**config.mk**
```make
export PLATFORM = sky130hd
export DESIGN_NAME = temp_ctrl_sequencer
export DESIGN_NICKNAME = d
export VERILOG_FILES = /design/src/rtl/temp_ctrl_sequencer_pkg.sv /design/src/rtl/temp_ctrl_sequencer.sv
export SDC_FILE = /design/constraint.sdc
export NUM_CORES = 1
export LEC_CHECK = 0
export ABC_AREA = 1
export CAP_MARGIN = 0
export CORE_ASPECT_RATIO = 1.4
export CORE_MARGIN = 5
export CORE_UTILIZATION = 49
export CTS_CLUSTER_DIAMETER = 30
export DETAILED_ROUTE_END_ITERATION = 10
export GPL_ROUTABILITY_DRIVEN = 0
export PLACE_DENSITY = 0.84
export SYNTH_ARGS = -nofsm -noshare
export SYNTH_HDL_FRONTEND = slang
export SYNTH_SLANG_ARGS = --single-unit
```
**constraint.sdc**
```tcl
create_clock -name clk -period 1.78 [get_ports clk]
set_input_delay 0.356 -clock clk [delete_from_list [all_inputs] [get_ports clk]]
set_output_delay 0.356 -clock clk [all_outputs]
set_load 0.02 [all_outputs]
```
**src/rtl/temp_ctrl_sequencer_pkg.sv**
```systemverilog
// Shared definitions for the temperature controller sequencer and its external ALU.
package temp_ctrl_sequencer_pkg;

    localparam int unsigned ALU_DATA_W = 32;

    typedef enum logic [2:0] {
        OP_PASS_A = 3'b000,
        OP_ADD    = 3'b001,
        OP_SUB    = 3'b010,
        OP_AND    = 3'b011,
        OP_OR     = 3'b100,
        OP_INC    = 3'b101,
        OP_DEC    = 3'b110,
        OP_PASS_B = 3'b111
    } alu_op_e;

    typedef enum logic [2:0] {
        ST_IDLE = 3'd0,
        ST_ERR  = 3'd1,
        ST_HI   = 3'd2,
        ST_LO   = 3'd3,
        ST_CNT  = 3'd4,
        ST_UPD  = 3'd5
    } state_e;

    typedef struct packed {
        logic heater;
        logic cooler;
    } act_t;

endpackage

```
**src/rtl/temp_ctrl_sequencer.sv**
```systemverilog
// Hysteresis heater/cooler controller; time-shares an external ALU over four
// cycles per sample (err, err-hyst, err+hyst, count+1) and applies the decision in UPD.
module temp_ctrl_sequencer
    import temp_ctrl_sequencer_pkg::*;
#(
    parameter int unsigned DATA_W         = ALU_DATA_W,
    parameter bit          OFF_ON_DISABLE = 1'b1
) (
    input  logic              clk,
    input  logic              rst,
    input  logic              enable,
    input  logic              sample_valid,
    output logic              sample_ready,
    input  logic [DATA_W-1:0] sample,
    input  logic [DATA_W-1:0] setpoint,
    input  logic [DATA_W-1:0] hyst,
    output logic [DATA_W-1:0] alu_a,
    output logic [DATA_W-1:0] alu_b,
    output logic [2:0]        alu_opcode,
    input  logic [DATA_W-1:0] alu_y,
    output logic              heater_on,
    output logic              cooler_on,
    output logic [DATA_W-1:0] temp_err,
    output logic [DATA_W-1:0] sample_count,
    output logic              busy,
    output logic              done
);

    state_e            state_q, state_d;
    logic [DATA_W-1:0] sample_q, sample_d;
    logic [DATA_W-1:0] setpoint_q, setpoint_d;
    logic [DATA_W-1:0] hyst_q, hyst_d;
    logic [DATA_W-1:0] err_q, err_d;
    logic [DATA_W-1:0] hi_q, hi_d;
    logic [DATA_W-1:0] lo_q, lo_d;
    logic [DATA_W-1:0] cnt_next_q, cnt_next_d;
    logic [DATA_W-1:0] temp_err_q, temp_err_d;
    logic [DATA_W-1:0] count_q, count_d;
    act_t              act_q, act_d;
    alu_op_e           alu_op;

    // hi = err - hyst, lo = err + hyst; outside the band drive, at/through the
    // setpoint release, inside the band hold the previous actuator state.
    function automatic act_t decide(input logic [DATA_W-1:0] err,
                                    input logic [DATA_W-1:0] hi,
                                    input logic [DATA_W-1:0] lo,
                                    input act_t              cur);
        act_t r;
        r = cur;
        if (!hi[DATA_W-1] && (hi != '0))
            r.cooler = 1'b1;
        else if (err[DATA_W-1] || (err == '0))
            r.cooler = 1'b0;
        if (lo[DATA_W-1])
            r.heater = 1'b1;
        else if (!err[DATA_W-1])
            r.heater = 1'b0;
        return r;
    endfunction

    always_comb begin
        state_d    = state_q;
        sample_d   = sample_q;
        setpoint_d = setpoint_q;
        hyst_d     = hyst_q;
        err_d      = err_q;
        hi_d       = hi_q;
        lo_d       = lo_q;
        cnt_next_d = cnt_next_q;
        temp_err_d = temp_err_q;
        count_d    = count_q;
        act_d      = act_q;
        alu_a      = '0;
        alu_b      = '0;
        alu_op     = OP_PASS_A;

        unique case (state_q)
            ST_IDLE: begin
                if (!enable && OFF_ON_DISABLE)
                    act_d = '0;
                if (sample_valid && enable) begin
                    sample_d   = sample;
                    setpoint_d = setpoint;
                    hyst_d     = hyst[DATA_W-1] ? '0 : hyst;
                    state_d    = ST_ERR;
                end
            end
            ST_ERR: begin
                alu_op  = OP_SUB;
                alu_a   = sample_q;
                alu_b   = setpoint_q;
                err_d   = alu_y;
                state_d = ST_HI;
            end
            ST_HI: begin
                alu_op  = OP_SUB;
                alu_a   = err_q;
                alu_b   = hyst_q;
                hi_d    = alu_y;
                state_d = ST_LO;
            end
            ST_LO: begin
                alu_op  = OP_ADD;
                alu_a   = err_q;
                alu_b   = hyst_q;
                lo_d    = alu_y;
                state_d = ST_CNT;
            end
            ST_CNT: begin
                alu_op     = OP_INC;
                alu_a      = count_q;
                cnt_next_d = alu_y;
                state_d    = ST_UPD;
            end
            ST_UPD: begin
                temp_err_d = err_q;
                count_d    = cnt_next_q;
                act_d      = decide(err_q, hi_q, lo_q, act_q);
                if (!enable && OFF_ON_DISABLE)
                    act_d = '0;
                state_d    = ST_IDLE;
            end
            default: state_d = ST_IDLE;
        endcase
    end

    always_ff @(posedge clk) begin
        if (rst) begin
            state_q    <= ST_IDLE;
            sample_q   <= '0;
            setpoint_q <= '0;
            hyst_q     <= '0;
            err_q      <= '0;
            hi_q       <= '0;
            lo_q       <= '0;
            cnt_next_q <= '0;
            temp_err_q <= '0;
            count_q    <= '0;
            act_q      <= '0;
        end else begin
            state_q    <= state_d;
            sample_q   <= sample_d;
            setpoint_q <= setpoint_d;
            hyst_q     <= hyst_d;
            err_q      <= err_d;
            hi_q       <= hi_d;
            lo_q       <= lo_d;
            cnt_next_q <= cnt_next_d;
            temp_err_q <= temp_err_d;
            count_q    <= count_d;
            act_q      <= act_d;
        end
    end

    assign sample_ready = (state_q == ST_IDLE) && enable;
    assign busy         = (state_q != ST_IDLE);
    assign done         = (state_q == ST_UPD);
    assign alu_opcode   = alu_op;
    assign heater_on    = act_q.heater;
    assign cooler_on    = act_q.cooler;
    assign temp_err     = temp_err_q;
    assign sample_count = count_q;

endmodule

```
==> results of run 1 <==
routing by layer:
metal  vias up  wire length, um  share of wire [%]
met4         0             5502                 10
met1      5818            17250                 32
met5         -                0                  0
met3       434             6311                 12
li1       5064                -                  -
met2      1268            24300                 46
state kept, by name (all words and copies together), names as in the netlist:
register and count:
cnt_next_q 32, cooler_on 1, err_q 32, heater_on 1, hi_q 32, hyst_q 31
lo_q 1, sample_count 32, sample_q 32, setpoint_q 32, state_q 3, temp_err 32
logic make-up after synthesis:
family | after synthesis
AOI/OAI and AO/OA | 493
buffers and inverters | 251
DFF | 261
and+or+nand+nor | 294
layout make-up:
cell class              count  share of cell area (%)
multi-input cells         791                   31.57
clock buffers              44                   5.854
flip-flops and latches    261                   29.58
clock inverters            25                   1.805
inverters                 147                   3.235
repair buffers            397                   26.13
well taps                 256                   1.812
diodes                      1                 0.01416
how the worst max path moves through the flow:
stage	startpoint	cells past startpoint	to
finish	state_q[0]	7	alu_a[25]
global route	state_q[1]	7	alu_a[25]
floorplan	state_q[1]	6	alu_a[12]
global placement	state_q[1]	7	alu_a[16]
CTS	state_q[0]	10	alu_a[17]
detailed placement	state_q[1]	7	alu_a[15]
worst min-delay path: stages, from the launching register on:
cell and delay, ns:
dfxtp_1 0.31, nand2_1 0.06, a21oi_1 0.05
power groups by stage:
stage | Sequential, mW | Combinational [mW] | Clock (mW)
6_report | 6.54 | 5.00 | 8.10
5_1_grt | 6.55 | 5.13 | 8.36
4_1_cts | 6.46 | 3.71 | 7.95
3_5_place_dp | 6.58 | 2.82 | 0
3_3_place_gp | 6.56 | 2.77 | 0
2_1_floorplan | 6.56 | 1.57 | 0
per-stage QoR:
stage	hold WS (ns)	utilization, %
finish	0.4619	85.65
global route	0.4635	85.65
CTS	0.3049	77.83
detailed placement	0.4430	65.22
global placement	0.4372	65.22
floorplan	0.4294	-
cells in the final DEF, fill, tap and decap left out, types with 5 or more instances in the layout:
master	instances
o21ai_2	47
nand2_8	6
a211oi_2	31
buf_12	29
clkbuf_16	55
buf_4	66
nor2_4	7
a21oi_1	142
clkdlybuf4s50_1	130
nand2_4	10
buf_6	69
o21ai_4	10
o221ai_2	21
dfxtp_1	258
dlygate4sd2_1	66
nor2_1	167
o221ai_4	6
o21ai_1	11
a21oi_2	31
nand2_2	6
inv_6	7
nand3_1	31
buf_16	13
buf_8	6
a21oi_4	22
bufinv_16	6
o21ai_0	134
o221ai_1	5
o22ai_4	30
clkinv_2	6
inv_1	139
nand2_1	68
what timing repair did:
| item | CTS | global route |
|---|---|---|
| setup buffers | 21 | 14 |
| pin swaps | 3 | 23 |
| gates resized for setup | 615 | 260 |
| setup endpoints to repair | 139 | 200 |
| cloned | 12 | 30 |
| hold buffers | 0 | 0 |
==> impl_metrics.env, run 1 <==
export IMPL_final_area_mm2=0.01767
export IMPL_port_buffers=267
export IMPL_synth_nets=1431
export IMPL_layout_drive_gt1_share_pct=30.63
export IMPL_crit_fanout=11
export IMPL_grt_usage_pct=32.42
export IMPL_criticalPathCategory="flop to primary output"
export IMPL_final_cells=1922
export IMPL_crit_chain="buf_4 -> nand2_2 -> nor2_4 -> clkinv_4 -> buf_12 -> o221ai_1 -> buf_4"
export IMPL_synth_top_family_by_area="compound AO/OA/AOI/OAI gates"
export IMPL_r2r_start="state_q[0]"
export IMPL_maxCapViolCount=0
export IMPL_r2r_end="err_q[13]"
export IMPL_std_cell_rows=62
export IMPL_firstDrtPassIters=7
export IMPL_cts_tree="done"
export IMPL_rsz0062_at_grt="true"
export IMPL_yosysMostFrequentCell="dfxtp_1"
export IMPL_syn_area_mm2=0.01029
export IMPL_hold_path_class="flop to flop"
export IMPL_grt_pass1_wl_um=62160
export IMPL_power_frac_seq_pct=33.3
export IMPL_cts_root_buf="clkbuf_16"
export IMPL_critPathMaxStageDelay_ns=0.36
export IMPL_p_sw_mw=6.147
export IMPL_critPathSlowestCell="o221ai_1"
export IMPL_drtIter0Drc=1656
export IMPL_grt_ovfl_total=0
export IMPL_grt_met2_usage_pct=55.12
export IMPL_synth_edf_count=0
export IMPL_viasPerCell=6.547
export IMPL_holdPathStages=2
export IMPL_rrSetupSlack_ns=-0.36
export IMPL_gr_usage_met3_pct=5.786
export IMPL_dr_total_vias=12584
export IMPL_combPwrFrac_pct=25.4
export IMPL_clock_latency_ns=0.53
export IMPL_violations="setup timing"
export IMPL_muxShareOfSynthArea_pct=0
export IMPL_dpl_cell_area_mm2=0.01346
export IMPL_hpwl_um=23860
export IMPL_swShare_pct=31.30
export IMPL_synth_fa_ha_area_share_pct=0
export IMPL_top_usage_layer="met2"
export IMPL_synth_top_area_cell="dfxtp_1"
export IMPL_cts_max_level=2
export IMPL_nFillCells=858
export IMPL_final_max_slew_viol_count=0
export IMPL_fin_nets=1769
export IMPL_finalPower_mw=19.64
export IMPL_avgSynthCellArea_um2=7.918
export IMPL_routedWlPerCell_um=27.76
export IMPL_ys_warn_count=0
export IMPL_synth_seq_area_share_pct=50.80
export IMPL_dpl_worst_slack_ns=-0.3778
export IMPL_synthArstFlopShare_pct=0
export IMPL_yosys_top_cells_area="dfxtp_1 51%, o21ai_0 9.8%, a21oi_1 9.5%"
export IMPL_grt_met1_usage_pct=37.75
export IMPL_regArea_mm2=0.005229
export IMPL_die_area_mm2=0.02403
export IMPL_fin_ws_ns=-0.6749
export IMPL_ys_types=24
export IMPL_fp_coreArea_mm2=0.02063
export IMPL_grt_max_degree=63
export IMPL_antenna_found_initial=1
export IMPL_syn_inst=1299
export IMPL_synth_simple_area_share_pct=11.40
export IMPL_cts_num_sinks=261
export IMPL_status="finished with violations"
export IMPL_fin_setup_tns_ns=-50.92
export IMPL_io_pin_count=268
export IMPL_power_frac_clock_pct=41.3
export IMPL_worstMarginPinSlew_ns=1.119
export IMPL_drtAntennaViolNets=0
export IMPL_die_height_um=181.4
export IMPL_p_leak_nw=7.237
export IMPL_cp_arrival_ns=2.10
export IMPL_setup_violations=218
export IMPL_multiInputGateArea_mm2=0.005579
export IMPL_clock_skew_ns=0.02696
export IMPL_critical_path_buf_inv_count=4
export IMPL_ys_flop_type="dfxtp_1"
export IMPL_synth_compound_area_share_pct=27.86
export IMPL_area_growth_pct=71.83
export IMPL_ys_ff_latch=261
export IMPL_path_common_cell="buf_4"
export IMPL_yosys_area_share_xor_xnor_pct=0
export IMPL_required_ns=1.42
export IMPL_clk_pin_slew_ns=0.06
export IMPL_r2r_cells=11
export IMPL_grt_pass1_vias=10924
export IMPL_clock_path_buffers=3
export IMPL_max_clock_freq_ghz=0.4074
export IMPL_end_kind="primary output"
export IMPL_pwr_density_cell_mw_per_mm2=1111
export IMPL_initial_core_util_pct=49.85
export IMPL_slew_headroom_pct=25.20
export IMPL_dp_cells=1779
export IMPL_drc_errors=0
export IMPL_synth_top_cells_by_count="261 x dfxtp_1, 201 x o21ai_0, 195 x a21oi_1"
export IMPL_power_internal_mw=13.49
export IMPL_period_minus_slack_ns=2.455
export IMPL_start_kind="flop"
export IMPL_worstHoldStart="hi_q[15]"
export IMPL_cts_buffers=39
export IMPL_vdd_drop_max_v=0.0006609
export IMPL_finalHoldViolations=0
export IMPL_period_share_pct=137.9
export IMPL_hold_path_end="hi_q[15]"
export IMPL_drt_total_wl_um=53360
export IMPL_path_delay_family="buffers and inverters"
export IMPL_die_x_um=132.5
export IMPL_synth_top_area_share_pct=50.80
No activity file was read; power rests on OpenSTA's default activity.
==> run 2: changes to the inputs <==
Settings changed: REMOVE_ABC_BUFFERS set to 1.
==> impl_metrics.env, run 2 (synthesized netlist as in run 1, its figures left out) <==
export IMPL_multiInputGateArea_mm2=0.004812
export IMPL_setup_violations=134
export IMPL_routedWlPerCell_um=22.27
export IMPL_cts_buffers=39
export IMPL_port_buffers=267
export IMPL_status="finished with violations"
export IMPL_crit_fanout=8
export IMPL_power_frac_clock_pct=43.2
export IMPL_fin_ws_ns=-0.4780
export IMPL_start_kind="flop"
export IMPL_die_area_mm2=0.02403
export IMPL_power_internal_mw=12.89
export IMPL_drc_errors=0
export IMPL_dr_total_vias=11216
export IMPL_final_common_cell="dfxtp_1"
export IMPL_fin_nets=1751
export IMPL_p_sw_mw=5.395
export IMPL_clock_skew_ns=0.02545
export IMPL_final_max_slew_viol_count=0
export IMPL_drt_total_wl_um=42500
export IMPL_layout_drive_gt1_share_pct=26.18
export IMPL_nFillCells=1237
export IMPL_period_share_pct=126.9
export IMPL_die_height_um=181.4
export IMPL_grt_usage_pct=27.76
export IMPL_grt_max_degree=86
export IMPL_clock_path_buffers=3
export IMPL_end_kind="primary output"
export IMPL_cts_num_sinks=261
export IMPL_whs_ns=0.3569
export IMPL_drtIter0Drc=1033
export IMPL_std_cell_rows=62
export IMPL_swShare_pct=29.50
export IMPL_rsz0062_at_grt="true"
export IMPL_firstDrtPassIters=6
export IMPL_combPwrFrac_pct=21.3
export IMPL_violations="setup timing"
export IMPL_clock_latency_ns=0.53
export IMPL_worstMarginPinSlew_ns=0.7431
export IMPL_cts_root_buf="clkbuf_16"
export IMPL_area_growth_pct=58.65
export IMPL_pwr_density_cell_mw_per_mm2=1120
export IMPL_layout_common_cells="258 x dfxtp_1, 167 x nor2_1, 160 x a21oi_1"
export IMPL_hpwl_um=22670
export IMPL_cp_arrival_ns=1.90
export IMPL_maxCapViolCount=0
export IMPL_cts_tree="done"
export IMPL_slew_headroom_pct=50.31
export IMPL_finalPower_mw=18.28
export IMPL_clk_pin_slew_ns=0.06
export IMPL_cts_max_level=2
export IMPL_required_ns=1.42
export IMPL_criticalPathCategory="flop to primary output"
export IMPL_grt_pass1_vias=10532
export IMPL_vdd_drop_max_v=0.0008161
export IMPL_hold_path_class="input port to flop"
export IMPL_antenna_found_initial=3
export IMPL_finalHoldViolations=0
export IMPL_grt_ovfl_total=0
export IMPL_drtAntennaViolNets=0
export IMPL_grt_pass1_wl_um=54520
export IMPL_power_frac_seq_pct=35.5
export IMPL_io_pin_count=268
export IMPL_fp_coreArea_mm2=0.02063
export IMPL_max_clock_freq_ghz=0.4429
export IMPL_viasPerCell=5.878
export IMPL_initial_core_util_pct=49.85
export IMPL_regArea_mm2=0.005234
export IMPL_period_minus_slack_ns=2.258
export IMPL_die_x_um=132.5
export IMPL_p_leak_nw=6.872
[run 2: changes by cell type in the layout (fill, tap and decap cells not counted), moves of 16 or more]
cell     before  now
a21oi_4      22    2
o22ai_4      30    5
a21oi_1     142  160
o21ai_2      47   16
o21ai_1      11   37
o22ai_2       1   17
buf_6        69   53
buf_4        66   92
[run 2: cell type report]
type / count / area share, %
Antenna cell: 2 / 0.03067
Clock buffer: 48 / 6.624
Clock inverter: 24 / 1.725
Inverter: 147 / 3.519
Multi-Input combinational cell: 789 / 29.49
Sequential cell: 261 / 32.07
Tap cell: 256 / 1.963
Timing Repair Buffer: 380 / 24.51
Timing Repair inverter: 1 / 0.06900
[run 2: worst paths after layout]
path	cells after the start	slack, ns	from	to
min reg2reg	2	0.46	sample_q[17]	sample_q[17]
max reg2reg	10	-0.29	state_q[1]	setpoint_q[22]
max	9	-0.48	state_q[1]	alu_a[5]
min	5	0.36	rst	setpoint_q[13]
[run 2: power by group through the flow]
stage | Combinational, mW | Clock (mW) | Sequential (mW)
after floorplan | 1.41 | 0 | 6.56
after detailed placement | 2.84 | 0 | 6.59
after global routing | 4.08 | 8.24 | 6.52
after global placement | 2.78 | 0 | 6.57
after CTS | 3.08 | 7.91 | 6.47
final | 3.89 | 7.91 | 6.49
[run 2: timing repair]
action	4_1_cts	5_1_grt
setup endpoints to repair	136	138
cloned	2	19
buffers inserted	13	20
gates resized for setup	517	227
pin swaps	4	12
hold buffers	0	0
hold endpoints to repair	0	0
[run 2: critical path: stages (launching register included)]
cell	delay, ns
dfxtp_2	0.32
buf_4	0.13
nor2_4	0.11
inv_2	0.05
nor2_4	0.12
buf_12	0.15
clkbuf_16	0.18
nand2_2	0.08
o221ai_2	0.07
buf_4	0.17
[run 2: routing by layer]
layer,up-vias,GRT usage [%],share of wire [%]
met5,-,0,0.031
met4,2,15.97,7.4
met1,5280,31.22,35
met3,223,5.260,8.2
met2,704,48.89,50
li1,5007,-,-
[run 2: metrics by stage]
stage	util [%]	worst slack, ns	TNS [ns]	instances	instance area (um2)
after floorplan	-	-2.994	-342.19	1195	9814
after global placement	65.48	-0.4341	-29.99	1782	13510
after detailed placement	65.48	-0.4579	-31.52	1782	13510
after CTS	73.00	-0.4191	-23.08	1869	15060
after global routing	79.09	-0.5291	-41.54	1908	16320
final	79.09	-0.4780	-31.37	1908	16320
